===== config.mk =====
export PLATFORM = sky130hd
export DESIGN_NAME = store_table_words_flat
export DESIGN_NICKNAME = d
export VERILOG_FILES = /design/src/rtl/store_table_words_if.sv /design/src/rtl/store_table_words.sv /design/src/flat_wrapper.sv
export SDC_FILE = /design/constraint.sdc
export NUM_CORES = 1
export LEC_CHECK = 0
export ABC_AREA = 1
export BUFFER_PORTS_ARGS = -buffer_cell sky130_fd_sc_hd__buf_2
export CORE_UTILIZATION = 52
export CTS_CLUSTER_DIAMETER = 200
export CTS_CLUSTER_SIZE = 24
export DETAILED_ROUTE_END_ITERATION = 10
export GPL_TIMING_DRIVEN = 0
export PLACE_DENSITY = 0.72
export SETUP_SLACK_MARGIN = 0.5
export SLEW_MARGIN = 0
export SYNTH_ARGS = -nofsm -noshare
export SYNTH_HDL_FRONTEND = slang
export SYNTH_SLANG_ARGS = --single-unit
export TNS_END_PERCENT = 10

===== constraint.sdc =====
create_clock -name clock -period 4.63 [get_ports clock]
set_input_delay 0.463 -clock clock [delete_from_list [all_inputs] [get_ports clock]]
set_output_delay 0.463 -clock clock [all_outputs]
set_load 0.1 [all_outputs]

===== src/rtl/store_table_words_if.sv =====
// Stream-in / byte-write-out bundle for the table writer.
// The host drives start, region and the word stream; the writer drives the memory port and status.
interface store_table_words_if #(
    parameter int unsigned WORD_WIDTH = 16,
    parameter int unsigned MEM_WIDTH  = 8,
    parameter int unsigned ADDR_WIDTH = 16,
    parameter int unsigned CNT_WIDTH  = 8
);
    logic                  start;
    logic                  region;
    logic                  in_valid;
    logic                  in_ready;
    logic [WORD_WIDTH-1:0] in_data;
    logic [ADDR_WIDTH-1:0] mem_addr;
    logic [MEM_WIDTH-1:0]  mem_wdata;
    logic                  mem_we;
    logic                  busy;
    logic                  done;
    logic [CNT_WIDTH-1:0]  words_written;

    modport master (
        output start, region, in_valid, in_data,
        input  in_ready, mem_addr, mem_wdata, mem_we, busy, done, words_written
    );

    modport slave (
        input  start, region, in_valid, in_data,
        output in_ready, mem_addr, mem_wdata, mem_we, busy, done, words_written
    );
endinterface


===== src/rtl/store_table_words.sv =====
// Writes a stream of 16-bit table words into byte-wide parameter memory,
// low byte at the even address, for either the Q-value or the HCM table.
module store_table_words #(
    parameter int unsigned WORD_WIDTH = 16,
    parameter int unsigned MEM_WIDTH  = 8,
    parameter logic [15:0] Q_BASE     = 16'h01C8,
    parameter int unsigned Q_COUNT    = 64,
    parameter logic [15:0] HCM_BASE   = 16'h0648,
    parameter int unsigned HCM_COUNT  = 11
) (
    input  logic                clock,
    input  logic                rst,
    store_table_words_if.slave  bus
);
    localparam int unsigned ADDR_W = 16;
    localparam int unsigned CNT_W  = 8;

    typedef enum logic [2:0] {
        S_IDLE  = 3'd0,
        S_WAIT  = 3'd1,
        S_WR_LO = 3'd2,
        S_WR_HI = 3'd3,
        S_DONE  = 3'd4
    } state_t;

    state_t                state_q, state_d;
    logic [ADDR_W-1:0]     base_q, base_d;
    logic [CNT_W-1:0]      limit_q, limit_d;
    logic [CNT_W-1:0]      idx_q, idx_d;
    logic [WORD_WIDTH-1:0] word_q, word_d;
    logic [CNT_W-1:0]      count_q, count_d;
    logic                  in_ready_q, in_ready_d;
    logic                  mem_we_q, mem_we_d;
    logic [ADDR_W-1:0]     mem_addr_q, mem_addr_d;
    logic [MEM_WIDTH-1:0]  mem_wdata_q, mem_wdata_d;
    logic                  busy_q, busy_d;
    logic                  done_q, done_d;
    logic                  last_q;
    logic                  last_d;
    logic [ADDR_W-1:0]     addr_even_d;

    assign last_q = (idx_q == CNT_W'(limit_q - CNT_W'(1)));

    // Next-state, datapath and next-cycle output values
    always_comb begin
        state_d     = state_q;
        base_d      = base_q;
        limit_d     = limit_q;
        idx_d       = idx_q;
        word_d      = word_q;
        count_d     = count_q;
        mem_we_d    = 1'b0;
        mem_addr_d  = mem_addr_q;
        mem_wdata_d = mem_wdata_q;

        unique case (state_q)
            S_IDLE, S_DONE: begin
                if (bus.start) begin
                    base_d  = bus.region ? HCM_BASE : Q_BASE;
                    limit_d = bus.region ? CNT_W'(HCM_COUNT) : CNT_W'(Q_COUNT);
                    idx_d   = '0;
                    count_d = '0;
                    state_d = S_WAIT;
                end
            end
            S_WAIT: begin
                if (bus.in_valid) begin
                    word_d  = bus.in_data;
                    state_d = S_WR_LO;
                end
            end
            S_WR_LO: state_d = S_WR_HI;
            S_WR_HI: begin
                count_d = CNT_W'(count_q + CNT_W'(1));
                if (last_q) begin
                    state_d = S_DONE;
                end else begin
                    idx_d = CNT_W'(idx_q + CNT_W'(1));
                    if (bus.in_valid) begin
                        word_d  = bus.in_data;
                        state_d = S_WR_LO;
                    end else begin
                        state_d = S_WAIT;
                    end
                end
            end
            default: state_d = S_IDLE;
        endcase

        // Byte strobe for the state being entered; address wraps mod 2^16
        addr_even_d = ADDR_W'(base_d + (ADDR_W'(idx_d) << 1));
        if (state_d == S_WR_LO) begin
            mem_we_d    = 1'b1;
            mem_addr_d  = addr_even_d;
            mem_wdata_d = word_d[MEM_WIDTH-1:0];
        end else if (state_d == S_WR_HI) begin
            mem_we_d    = 1'b1;
            mem_addr_d  = ADDR_W'(addr_even_d + ADDR_W'(1));
            mem_wdata_d = word_d[WORD_WIDTH-1 -: MEM_WIDTH];
        end

        last_d     = (idx_d == CNT_W'(limit_d - CNT_W'(1)));
        in_ready_d = (state_d == S_WAIT) || ((state_d == S_WR_HI) && !last_d);
        busy_d     = (state_d == S_WAIT) || (state_d == S_WR_LO) || (state_d == S_WR_HI);
        done_d     = (state_d == S_DONE);
    end

    // State and registered outputs
    always_ff @(posedge clock) begin
        if (rst) begin
            state_q     <= S_IDLE;
            base_q      <= '0;
            limit_q     <= '0;
            idx_q       <= '0;
            word_q      <= '0;
            count_q     <= '0;
            in_ready_q  <= 1'b0;
            mem_we_q    <= 1'b0;
            mem_addr_q  <= '0;
            mem_wdata_q <= '0;
            busy_q      <= 1'b0;
            done_q      <= 1'b0;
        end else begin
            state_q     <= state_d;
            base_q      <= base_d;
            limit_q     <= limit_d;
            idx_q       <= idx_d;
            word_q      <= word_d;
            count_q     <= count_d;
            in_ready_q  <= in_ready_d;
            mem_we_q    <= mem_we_d;
            mem_addr_q  <= mem_addr_d;
            mem_wdata_q <= mem_wdata_d;
            busy_q      <= busy_d;
            done_q      <= done_d;
        end
    end

    assign bus.in_ready      = in_ready_q;
    assign bus.mem_we        = mem_we_q;
    assign bus.mem_addr      = mem_addr_q;
    assign bus.mem_wdata     = mem_wdata_q;
    assign bus.busy          = busy_q;
    assign bus.done          = done_q;
    assign bus.words_written = count_q;
endmodule


===== src/flat_wrapper.sv =====
// flat-port wrapper written by rule: the top's interface ports become plain ports
module store_table_words_flat 
#(
    parameter int unsigned WORD_WIDTH = 16,
    parameter int unsigned MEM_WIDTH  = 8,
    parameter logic [15:0] Q_BASE     = 16'h01C8,
    parameter int unsigned Q_COUNT    = 64,
    parameter logic [15:0] HCM_BASE   = 16'h0648,
    parameter int unsigned HCM_COUNT  = 11
)
  (clock, rst, bus_start, bus_region, bus_in_valid, bus_in_data, bus_in_ready, bus_mem_addr, bus_mem_wdata, bus_mem_we, bus_busy, bus_done, bus_words_written);
  store_table_words_if #(.WORD_WIDTH(WORD_WIDTH), .MEM_WIDTH(MEM_WIDTH)) bus_i ();
  input  logic clock;
  input  logic rst;
  input wire logic [$bits(bus_i.start)-1:0] bus_start;
  input wire logic [$bits(bus_i.region)-1:0] bus_region;
  input wire logic [$bits(bus_i.in_valid)-1:0] bus_in_valid;
  input wire logic [$bits(bus_i.in_data)-1:0] bus_in_data;
  output wire logic [$bits(bus_i.in_ready)-1:0] bus_in_ready;
  output wire logic [$bits(bus_i.mem_addr)-1:0] bus_mem_addr;
  output wire logic [$bits(bus_i.mem_wdata)-1:0] bus_mem_wdata;
  output wire logic [$bits(bus_i.mem_we)-1:0] bus_mem_we;
  output wire logic [$bits(bus_i.busy)-1:0] bus_busy;
  output wire logic [$bits(bus_i.done)-1:0] bus_done;
  output wire logic [$bits(bus_i.words_written)-1:0] bus_words_written;
  assign bus_i.start = bus_start;
  assign bus_i.region = bus_region;
  assign bus_i.in_valid = bus_in_valid;
  assign bus_i.in_data = bus_in_data;
  assign bus_in_ready = bus_i.in_ready;
  assign bus_mem_addr = bus_i.mem_addr;
  assign bus_mem_wdata = bus_i.mem_wdata;
  assign bus_mem_we = bus_i.mem_we;
  assign bus_busy = bus_i.busy;
  assign bus_done = bus_i.done;
  assign bus_words_written = bus_i.words_written;
  store_table_words #(.WORD_WIDTH(WORD_WIDTH), .MEM_WIDTH(MEM_WIDTH), .Q_BASE(Q_BASE), .Q_COUNT(Q_COUNT), .HCM_BASE(HCM_BASE), .HCM_COUNT(HCM_COUNT)) u_core (.clock(clock), .rst(rst), .bus(bus_i));
endmodule

==> impl_metrics.csv, run 1 <==
group,metric,value,unit
status,outcome,"completed",
pwr,total_power,0.00188,W
floorplan,die-area,10000,um^2
setup_path,critPathSlowestCell,"fa_2",
global_route,antenna_found_initial,0,
yosys,synth_seq_cells,87,
yosys,synth-async-reset-ratio,0,
yosys,syn_inst,725,
yosys,synth_cell_types,45,
sta,worst_pin_slew,0.741,ns
setup_path,cp-end-kind,"flop",
global_route,grtUsageTotal,0.257,
global_route,grt-ovfl-total,0,
yosys,ys_seq_area_frac,0.348,
pwr,leakage,2.60,nW
finish,num_antenna_cells,0,
yosys,synth-edff-count,0,
cts,clock_sinks,87,
setup_path,cp_max_fo,6,
cts,cts_tree,"built",
finish,syn_to_final_growth,16.3,%
finish,layout-drive-gt1-share,0.217,
setup_path,start_kind,"flop",
sta,relSlewSlack,0.504,
floorplan,initial_core_util,0.539,
sta,rsz0062_at_grt,"true",
sta,fmax,250,MHz
cts,clk_latency,0.36,ns
setup_path,cp_num_buf_inv,2,
floorplan,rows,35,
global_route,grt_pass1_vias,4442,
finish,fin_util,0.627,
routing,ant_nets,0,
cts,cts.path.max_buffers,2,
setup_path,crit_path_frequent_cell,"nor2_2",
setup_path,slowest_delay,0.55,ns
setup_path,crit_family,"simple AND/OR/NAND/NOR gates",
routing,drt_iter0_drc,200,
sta,hold_viol,0,
routing,drtPass1Iterations,7,
setup_path,cp_data_required_time,4.95,ns
place,io_buffers,55,
finish,final_nets,831,
global_route,grt_pass1_wl,20300,um
yosys,dominantRegCellSynth,"dfxtp_1",
floorplan,coreArea,9280,um^2
flow_run,max_cap_viol_count,0,
yosys,synth_top_area_share,0.348,
sta,drv_slew,0,
pwr,power_density,323,nW/um^2
yosys,ys_top_cells_by_area,"dfxtp_1, nand2_1, nor2_1",
sta,setup_viol,0,
routing,vias,4826,
min_path,hold_path.class,"in2reg",
cts,cts_buffers,9,
routing,viasPerCell,5.19,
floorplan,pin_count,57,
sta,period_share,0.863,
pwr,ir_worst_vdd,268,uV
yosys,syn-cell-area,5000,um^2
floorplan,dieHeight,100,um
routing,drc,0,
cts,clock-root-buffer,"clkbuf_8",
place,dp_hpwl,9370,um
cts,clk_pin_slew_worst_paths,0.10,ns
cts,cts-htree-levels,3,
sta,fin_setup_tns,0,ns
finish,final_cell_mix,"nand2_1, dfxtp_1, inv_1, nor2_1, buf_2",
routing,wl_per_cell,13.4,um
sta,skew,0.0170,ns
yosys,synth.avg_cell_area,6.90,um^2
cts,postCtsHoldBufs,0,
yosys,synth.net_count,759,
place,place_congestion,0.876,
yosys,yosys_warnings,0,
sta,min_period,4.00,ns
yosys,synth_top_area_cell,"dfxtp_1",
finish,layout_commonest_cell,"nand2_1",
setup_path,cp.arrival,4.31,ns
global_route,grt_max_degree,16,
floorplan,die_x,100,um
routing,wl,12500,um
setup_path,worstSetupPathType,"reg2reg",
## timing repair
action | in CTS | in global routing
setup buffers | 0 | 6
setup endpoints to repair | 6 | 7
resized for setup | 8 | 29
pin swaps | 1 | 12
## state kept, by name (all words and copies together) (netlist names), named ones only
signal / flops
u_core.base_q: 16
u_core.idx_q: 7
u_core.state_q: 3
u_core.limit_q: 8
u_core.bus.busy: 1
u_core.bus.mem_addr: 16
u_core.word_q: 16
u_core.bus.done: 1
u_core.bus.words_written: 8
u_core.bus.in_ready: 1
u_core.bus.mem_we: 1
u_core.bus.mem_wdata: 8
## through the flow
stage                     setup WS, ns  hold WS (ns)  cells  cell area (um^2)
after floorplan                  0.917         0.425    725              5000
after global placement           0.421         0.433    909              5440
after detailed placement         0.295         0.437    909              5440
after CTS                        0.501         0.349    924              5670
after global routing             0.391         0.335    930              5820
final                            0.633         0.353    930              5820
## kinds of logic after synthesis
family	count (synthesis)	share of synthesized area
and+or+nand+nor	370	0.353
adders and majority gates	13	0.0340
xor gates and xnor gates	30	0.0525
DFF	87	0.348
AOI/OAI and AO/OA	105	0.120
buffers and inverters	120	0.0923
## path summary, 6_finish.rpt
kind / start / end / cells after the start / slack, ns
hold / removal: bus_in_data[15] / u_core.word_q[15] / 3 / 0.35
setup / recovery: u_core.limit_q[0] / u_core.bus.mem_addr[11] / 25 / 0.63
hold reg to reg: u_core.base_q[5] / u_core.base_q[5] / 2 / 0.45
setup reg to reg: u_core.limit_q[0] / u_core.bus.mem_addr[11] / 25 / 0.63
## tightest hold or removal path: stages
cell and delay, ns:
buf_2 0.10, nand2_1 0.05, a21oi_1 0.06
## per-layer routing
metal  track usage  wire length, um  vias to the layer above  part of all wire
met5             0                0                        -                 0
met4        0.0713              205                        0             0.016
met3        0.0585              672                       19             0.054
met2         0.439             5930                      119              0.47
met1         0.325             5690                     2225              0.46
li1              -                -                     2463                 -
## synth_stat cells (all sizes together), types with 7 or more instances
master and instances:
a21oi 39, clkbuf 16, dfxtp 87, ha 12
inv 98, nand2 184, nand3 57, nand3b 7
nor2 98, nor3 9, o211ai 11, o21ai 38
or2 7, xnor2 14, xor2 16
## where the power goes
group          leakage, nW  switching (W)  internal [W]
sequential           0.709      0.0000225      0.000786
clock               0.0919       0.000288      0.000250
combinational         1.80       0.000392      0.000141
total                 2.60       0.000703       0.00118
## cell type report
| cell class | instances | area [um^2] |
|---|---|---|
| tap | 129 | 161 |
| sequential | 87 | 1750 |
| buffer | 21 | 90.1 |
| fill | 842 | 3470 |
| clock buffer | 9 | 124 |
| inverter | 99 | 373 |
| timing repair buffer | 61 | 320 |
| clock inverter | 6 | 71.3 |
| multi-input combinational | 518 | 2930 |
Note: power is estimated with default switching activity, not from simulation.
==> run 2, diff against run 1 <==
--- a/config.mk
+++ b/config.mk
@@ -6,13 +6,14 @@
 export NUM_CORES = 1
 export LEC_CHECK = 0
 export ABC_AREA = 1
-export BUFFER_PORTS_ARGS = -buffer_cell sky130_fd_sc_hd__buf_2
+export CORE_ASPECT_RATIO = 1.1
 export CORE_UTILIZATION = 52
 export CTS_CLUSTER_DIAMETER = 200
-export CTS_CLUSTER_SIZE = 24
+export CTS_CLUSTER_SIZE = 30
 export DETAILED_ROUTE_END_ITERATION = 10
+export DONT_BUFFER_PORTS = 1
 export GPL_TIMING_DRIVEN = 0
-export PLACE_DENSITY = 0.72
+export PLACE_DENSITY = 0.67
 export SETUP_SLACK_MARGIN = 0.5
 export SLEW_MARGIN = 0
 export SYNTH_ARGS = -nofsm -noshare
==> run 2 against run 1 <==
Against the previous run:
- non-clock buffer count shrank 54
- total power down 3.0%
- final cell count down 7.0%
- register-to-register slack better by 0.12 ns
- cell area decreased by 4.4%
- global-route usage down 0.70 points
- fmax rose by 3.0%
- critical path type unchanged
==> impl_metrics.csv, run 2 (synthesis gave the netlist of run 1 again) <==
group,metric,value,unit
cts,postCtsHoldBufs,0,
finish,final_cell_mix,"nand2_1, dfxtp_1, inv_1, nor2_1, nand3_1",
sta,setup_viol,0,
global_route,grt_pass1_vias,4236,
sta,hold_ws,0.237,ns
floorplan,rows,37,
setup_path,rr_endpoint,"u_core.bus.mem_addr[15]",
floorplan,die_x,95.5,um
finish,final_nets,777,
cts,cts_tree,"built",
min_path,hp-start,"bus_in_data[14]",
pwr,power_density,328,nW/um^2
min_path,worst_hold_path.endpoint,"u_core.word_q[14]",
sta,fin_setup_tns,0,ns
floorplan,dieHeight,105,um
routing,drc,0,
routing,wl,12300,um
global_route,grtUsageTotal,0.250,
sta,skew,0.0174,ns
finish,multi_input_area,2970,um^2
setup_path,cp-end-kind,"flop",
global_route,grt_max_degree,17,
cts,clock_sinks,87,
floorplan,coreArea,9350,um^2
place,place_congestion,0.852,
sta,period_share,0.838,
finish,regArea,1750,um^2
finish,syn_to_final_growth,11.2,%
routing,vias,4578,
routing,wl_per_cell,14.2,um
sta,worst_pin_slew,1.08,ns
setup_path,regToRegSetupSlack,0.75,ns
finish,layout_commonest_cell,"nand2_1",
place,io_buffers,0,
routing,drt_iter0_drc,223,
finish,num_antenna_cells,0,
sta,fin_ws,0.749,ns
floorplan,die-area,10000,um^2
routing,ant_nets,0,
finish,fill_cells,892,
setup_path,r2r-start,"u_core.limit_q[1]",
sta,hold_viol,0,
sta,relSlewSlack,0.282,
sta,fmax,258,MHz
place,pre_cts_ws,0.173,ns
cts,cts.path.max_buffers,2,
setup_path,cp_data_required_time,4.90,ns
sta,rsz0062_at_grt,"false",
status,outcome,"completed",
floorplan,initial_core_util,0.535,
cts,cts-htree-levels,3,
setup_path,cp.arrival,4.15,ns
sta,min_period,3.88,ns
setup_path,critPathSlowestCell,"fa_2",
finish,fin_area,5560,um^2
cts,cts_buffers,9,
min_path,hold_path.class,"in2reg",
place,dp_hpwl,9000,um
cts,clk_pin_slew_worst_paths,0.10,ns
setup_path,cp_max_fo,4,
routing,viasPerCell,5.29,
finish,layout-drive-gt1-share,0.168,
place,dpl-instance-area,5150,um^2
setup_path,start_kind,"flop",
flow_run,max_cap_viol_count,0,
global_route,antenna_found_initial,0,
setup_path,crit_path_frequent_cell,"nand2_1",
floorplan,pin_count,57,
sta,drv_slew,0,
setup_path,worstSetupPathType,"reg2reg",
setup_path,ff2ff_path_depth,28,
pwr,leakage,2.33,nW
routing,drtPass1Iterations,5,
global_route,grt_pass1_wl,19600,um
setup_path,slowest_delay,0.39,ns
global_route,grt-ovfl-total,0,
cts,clock-root-buffer,"clkbuf_8",
min_path,hold_depth,2,
pwr,ir_worst_vdd,245,uV
cts,clk_latency,0.36,ns
run 2: how the worst max path moves through the flow:
stage	from	end	cells after the start
2_1_floorplan	u_core.limit_q[0]	u_core.bus.mem_addr[15]	29
3_3_place_gp	u_core.limit_q[0]	u_core.bus.mem_addr[15]	28
3_5_place_dp	u_core.limit_q[0]	u_core.bus.mem_addr[15]	28
4_1_cts	u_core.limit_q[0]	u_core.bus.mem_addr[11]	27
5_1_grt	u_core.limit_q[0]	u_core.bus.mem_addr[15]	35
6_report	u_core.limit_q[1]	u_core.bus.mem_addr[15]	28
run 2: power breakdown:
group          internal [W]  switching (W)
clock              0.000204       0.000304
combinational      0.000126       0.000242
sequential         0.000786       0.000162
total               0.00112       0.000707
run 2: worst max-delay path, delay by kind of cell (launching register included):
family	cells	cell delay, ns
AND/OR/NAND/NOR	18	1.83
flip-flops	1	0.36
adder cells (fa/ha/maj)	3	0.85
AO/OA/AOI/OAI	3	0.33
XOR/XNOR	1	0.24
buffers and inverters	3	0.17
run 2: metal layers:
metal  up-vias  global-route usage  share of wire  routed length (um)
met5         -                   0              0                   0
met2       109               0.406           0.47                5800
li1       2355                   -              -                   -
met1      2101               0.334           0.47                5710
met4         0              0.0608          0.013                 155
met3        13              0.0539          0.048                 594
run 2: cell type report:
cell class              count  share of cell area
plain buffers              21              0.0162
clock buffers              10              0.0230
clock inverters             6             0.00945
inverters                  99              0.0675
multi-input cells         518               0.534
flip-flops and latches     87               0.315
well taps                 117              0.0263
repair buffers              7             0.00945
run 2: stage by stage:
step / util / instances / total power [W]
after floorplan: - / 725 / 0.00123
after global placement: 0.551 / 842 / 0.00130
after detailed placement: 0.551 / 842 / 0.00130
after CTS: 0.573 / 858 / 0.00181
after global routing: 0.595 / 865 / 0.00191
final: 0.595 / 865 / 0.00182
run 2: what timing repair did:
action,in CTS,in global routing
pin swaps,0,15
gates resized for setup,8,40
setup buffers,0,7
setup endpoints to repair,7,6
==> run 3, diff against run 2 <==
--- a/config.mk
+++ b/config.mk
@@ -5,7 +5,7 @@
 export SDC_FILE = /design/constraint.sdc
 export NUM_CORES = 1
 export LEC_CHECK = 0
-export ABC_AREA = 1
+export ABC_AREA = 0
 export CORE_ASPECT_RATIO = 1.1
 export CORE_UTILIZATION = 52
 export CTS_CLUSTER_DIAMETER = 200
==> constraint.sdc (replaced) <==
create_clock -name clock -period 3.9 [get_ports clock]
set_input_delay 0.39 -clock clock [delete_from_list [all_inputs] [get_ports clock]]
set_output_delay 0.39 -clock clock [all_outputs]
set_load 0.1 [all_outputs]
==> run 3 against run 2 <==
Against the previous run:
- register-to-register slack worse by 1.9 ns
- via count down 8.0%
- largest power group unchanged
- worst hold slack worse by 0.080 ns
- highest routed layer unchanged
- the flow now finishes with violations (setup timing)
- sequential share of layout area down 1.8 points
- critical path type unchanged
- synthesized area down 10%
- clock-buffer cell count unchanged
- die area down 9.8%
- utilization up 4.1 points
- routed wire length up 1.1%
- cell area down 3.8%
- fmax down 24%
- non-clock buffer count up 31
==> impl_metrics.csv, run 3 <==
group,metric,value,unit
status,outcome,"finished, violations left",
status,violations,"setup timing",
sta,period_share,1.30,
setup_path,r2r-start,"u_core.limit_q[0]",
yosys,ys_top_cells_by_area,"dfxtp_1, nor2_1, a21oi_1",
place,io_buffers,0,
floorplan,die_x,90.7,um
floorplan,rows,35,
yosys,synth_xor_area_frac,0.0817,
sta,rsz0062_at_grt,"true",
pwr,p_comb_frac,0.177,
pwr,switchingPower,0.000736,W
floorplan,pin_count,57,
pwr,netSwitchingFraction,0.374,
finish,layout-drive-gt1-share,0.195,
setup_path,cp_max_fo,5,
finish,syn_to_final_growth,18.8,%
yosys,synth_top_area_share,0.351,
yosys,dominantRegCellSynth,"dfxtp_1",
min_path,hp-start,"bus_in_data[6]",
pwr,p_seq_frac,0.518,
routing,wl,12400,um
floorplan,coreArea,8410,um^2
sta,relSlewSlack,0.297,
yosys,ys_seq_area_frac,0.351,
min_path,worst_hold_path.endpoint,"u_core.bus.mem_wdata[6]",
routing,viasPerCell,5.87,
routing,wl_per_cell,17.3,um
finish,final_cell_mix,"dfxtp_1, nor2_1, nand2_1, a21oi_1, buf_4",
finish,fin_util,0.636,
setup_path,regToRegSetupSlack,-1.18,ns
global_route,grt_pass1_wl,19500,um
yosys,synth-async-reset-ratio,0,
pwr,power_density,369,nW/um^2
cts,cts-htree-levels,3,
cts,clk_latency,0.37,ns
cts,cts_buffers,9,
cts,clk_pin_slew_worst_paths,0.09,ns
place,dp_cells,671,
global_route,grt_max_degree,16,
routing,ant_nets,0,
yosys,syn_inst,560,
global_route,grtUsageTotal,0.275,
floorplan,initial_core_util,0.535,
routing,drt_iter0_drc,263,
min_path,hold_path.class,"in2reg",
routing,drc,0,
global_route,grt_pass1_vias,3904,
finish,final_nets,635,
setup_path,cp.arrival,5.36,ns
yosys,synth_top_family_by_area,"simple AND/OR/NAND/NOR gates",
flow_run,max_cap_viol_count,0,
cts,clock_sinks,79,
setup_path,cp_data_required_time,4.18,ns
cts,clock-root-buffer,"clkbuf_8",
sta,worst_pin_slew,1.05,ns
routing,drtPass1Iterations,5,
setup_path,ff2ff_path_depth,22,
yosys,synth.net_count,594,
yosys,synth_cell_types,65,
setup_path,worstSetupPathType,"reg2reg",
yosys,synth_top_area_cell,"dfxtp_1",
setup_path,cp-end-kind,"flop",
routing,vias,4212,
sta,hold_viol,0,
yosys,yosysMostFrequentCell,"dfxtp_1",
global_route,grt-ovfl-total,0,
floorplan,die-area,9030,um^2
finish,layout_commonest_cell,"dfxtp_1",
yosys,synth_common_cells,"dfxtp_1, nor2_1, nand2_1",
setup_path,start_kind,"flop",
min_path,hold_depth,2,
sta,setup_viol,12,
sta,skew,0.0141,ns
sta,fin_ws,-1.18,ns
pwr,p_int,0.00123,W
pwr,leakage,1.99,nW
setup_path,rr_endpoint,"u_core.bus.mem_addr[15]",
yosys,synthMuxAreaShare,0.0203,
pwr,ir_worst_vdd,167,uV
place,dp_hpwl,8640,um
finish,stdcell_count,717,
global_route,antenna_found_initial,0,
yosys,synthSimpleGateAreaFrac,0.272,
cts,cts_tree,"built",
pwr,power_frac_clock,0.305,
floorplan,dieHeight,99.6,um
yosys,yosys_warnings,0,
yosys,synth_fa_ha_area_frac,0.0378,
cts,cts.path.max_buffers,2,
sta,fmax,197,MHz
finish,num_antenna_cells,0,
yosys,synth-edff-count,0,
yosys,synth_compound_area_frac,0.201,
place,place_congestion,0.921,
sta,min_period,5.08,ns
yosys,synth.avg_cell_area,8.04,um^2
yosys,syn-cell-area,4500,um^2
yosys,synth_seq_cells,79,
sta,drv_slew,0,
[run 3: cell count changes after synthesis, sizes merged, moves of 12 or more]
cell and delta:
inv -84, a211oi +12, and2 +16, nand2 -126
nand3 -40, o21ai -17, clkbuf +13, nor2 -25
nor2b +17
[run 3: worst max path at each step]
stage,cells after the start,end,from
finish,22,u_core.bus.mem_addr[15],u_core.limit_q[0]
global placement,23,u_core.bus.mem_addr[12],u_core.limit_q[0]
CTS,22,u_core.bus.mem_addr[15],u_core.limit_q[0]
detailed placement,23,u_core.bus.mem_addr[12],u_core.limit_q[0]
floorplan,21,u_core.bus.mem_addr[15],u_core.limit_q[3]
global route,24,u_core.bus.mem_addr[15],u_core.limit_q[0]
[run 3: logic make-up after synthesis]
kind of cell    after synthesis
mux                           9
xor+xnor                     42
simple gates                240
flops                        79
buf+inv                      43
compound gates              134
fa+ha+maj                    13
[run 3: through the flow]
stage               setup slack, ns  cell area [um^2]  TNS [ns]  hold WS [ns]  total power (W)
floorplan                    -0.876              4550     -6.73         0.418          0.00127
global placement              -1.49              4690    -13.76         0.435          0.00134
detailed placement            -1.56              4690    -14.32         0.439          0.00135
CTS                           -1.24              5190    -10.79         0.146          0.00197
global route                  -1.41              5350    -11.70         0.157          0.00206
finish                        -1.18              5350     -9.40         0.157          0.00197
[run 3: repair_timing]
action                                  CTS  global route
cloned                                    1             0
endpoints found under the setup margin   23            27
hold endpoints to repair                  0             0
gates resized for setup                  35            23
buffers inserted                         19            10
pin swaps                                27            25
hold buffers                              0             0
[run 3: layout make-up]
class	count	area, um^2
fill	767	3060
multi-input combinational	438	3020
sequential	79	1590
timing repair buffer	30	229
tap	111	139
clock buffer	10	138
buffer	29	129
clock inverter	6	52.6
inverter	14	52.6
[run 3: worst max-delay path, cell delays in order (launching register included)]
cell and delay [ns]:
dfxtp_4 0.36, or4_4 0.51, or3_4 0.34, or4b_4 0.52, nand3_4 0.09, nand2_4 0.06
buf_8 0.13, a32o_2 0.29, buf_4 0.16, fa_2 0.38, a21oi_2 0.15, o21bai_2 0.09
a21oi_2 0.18, nand2_1 0.08, o221ai_1 0.12, o221ai_2 0.20, buf_4 0.18, a21oi_1 0.13
a221oi_1 0.12, o211ai_1 0.28, and4_4 0.28, nand3_2 0.08, a311oi_2 0.25
[run 3: layer usage]
layer / up-vias / wire length, um / track usage
met5: - / 0 / 0
met3: 27 / 616 / 0.0375
met1: 1995 / 5400 / 0.346
li1: 2059 / - / -
met4: 0 / 401 / 0.160
met2: 131 / 5980 / 0.453
[run 3: power groups by stage]
stage	clock [W]	combinational (W)	sequential (W)
after floorplan	0	0.000242	0.00103
after global placement	0	0.000302	0.00104
after detailed placement	0	0.000308	0.00104
after CTS	0.000613	0.000333	0.00102
after global routing	0.000646	0.000384	0.00103
final	0.000601	0.000349	0.00102
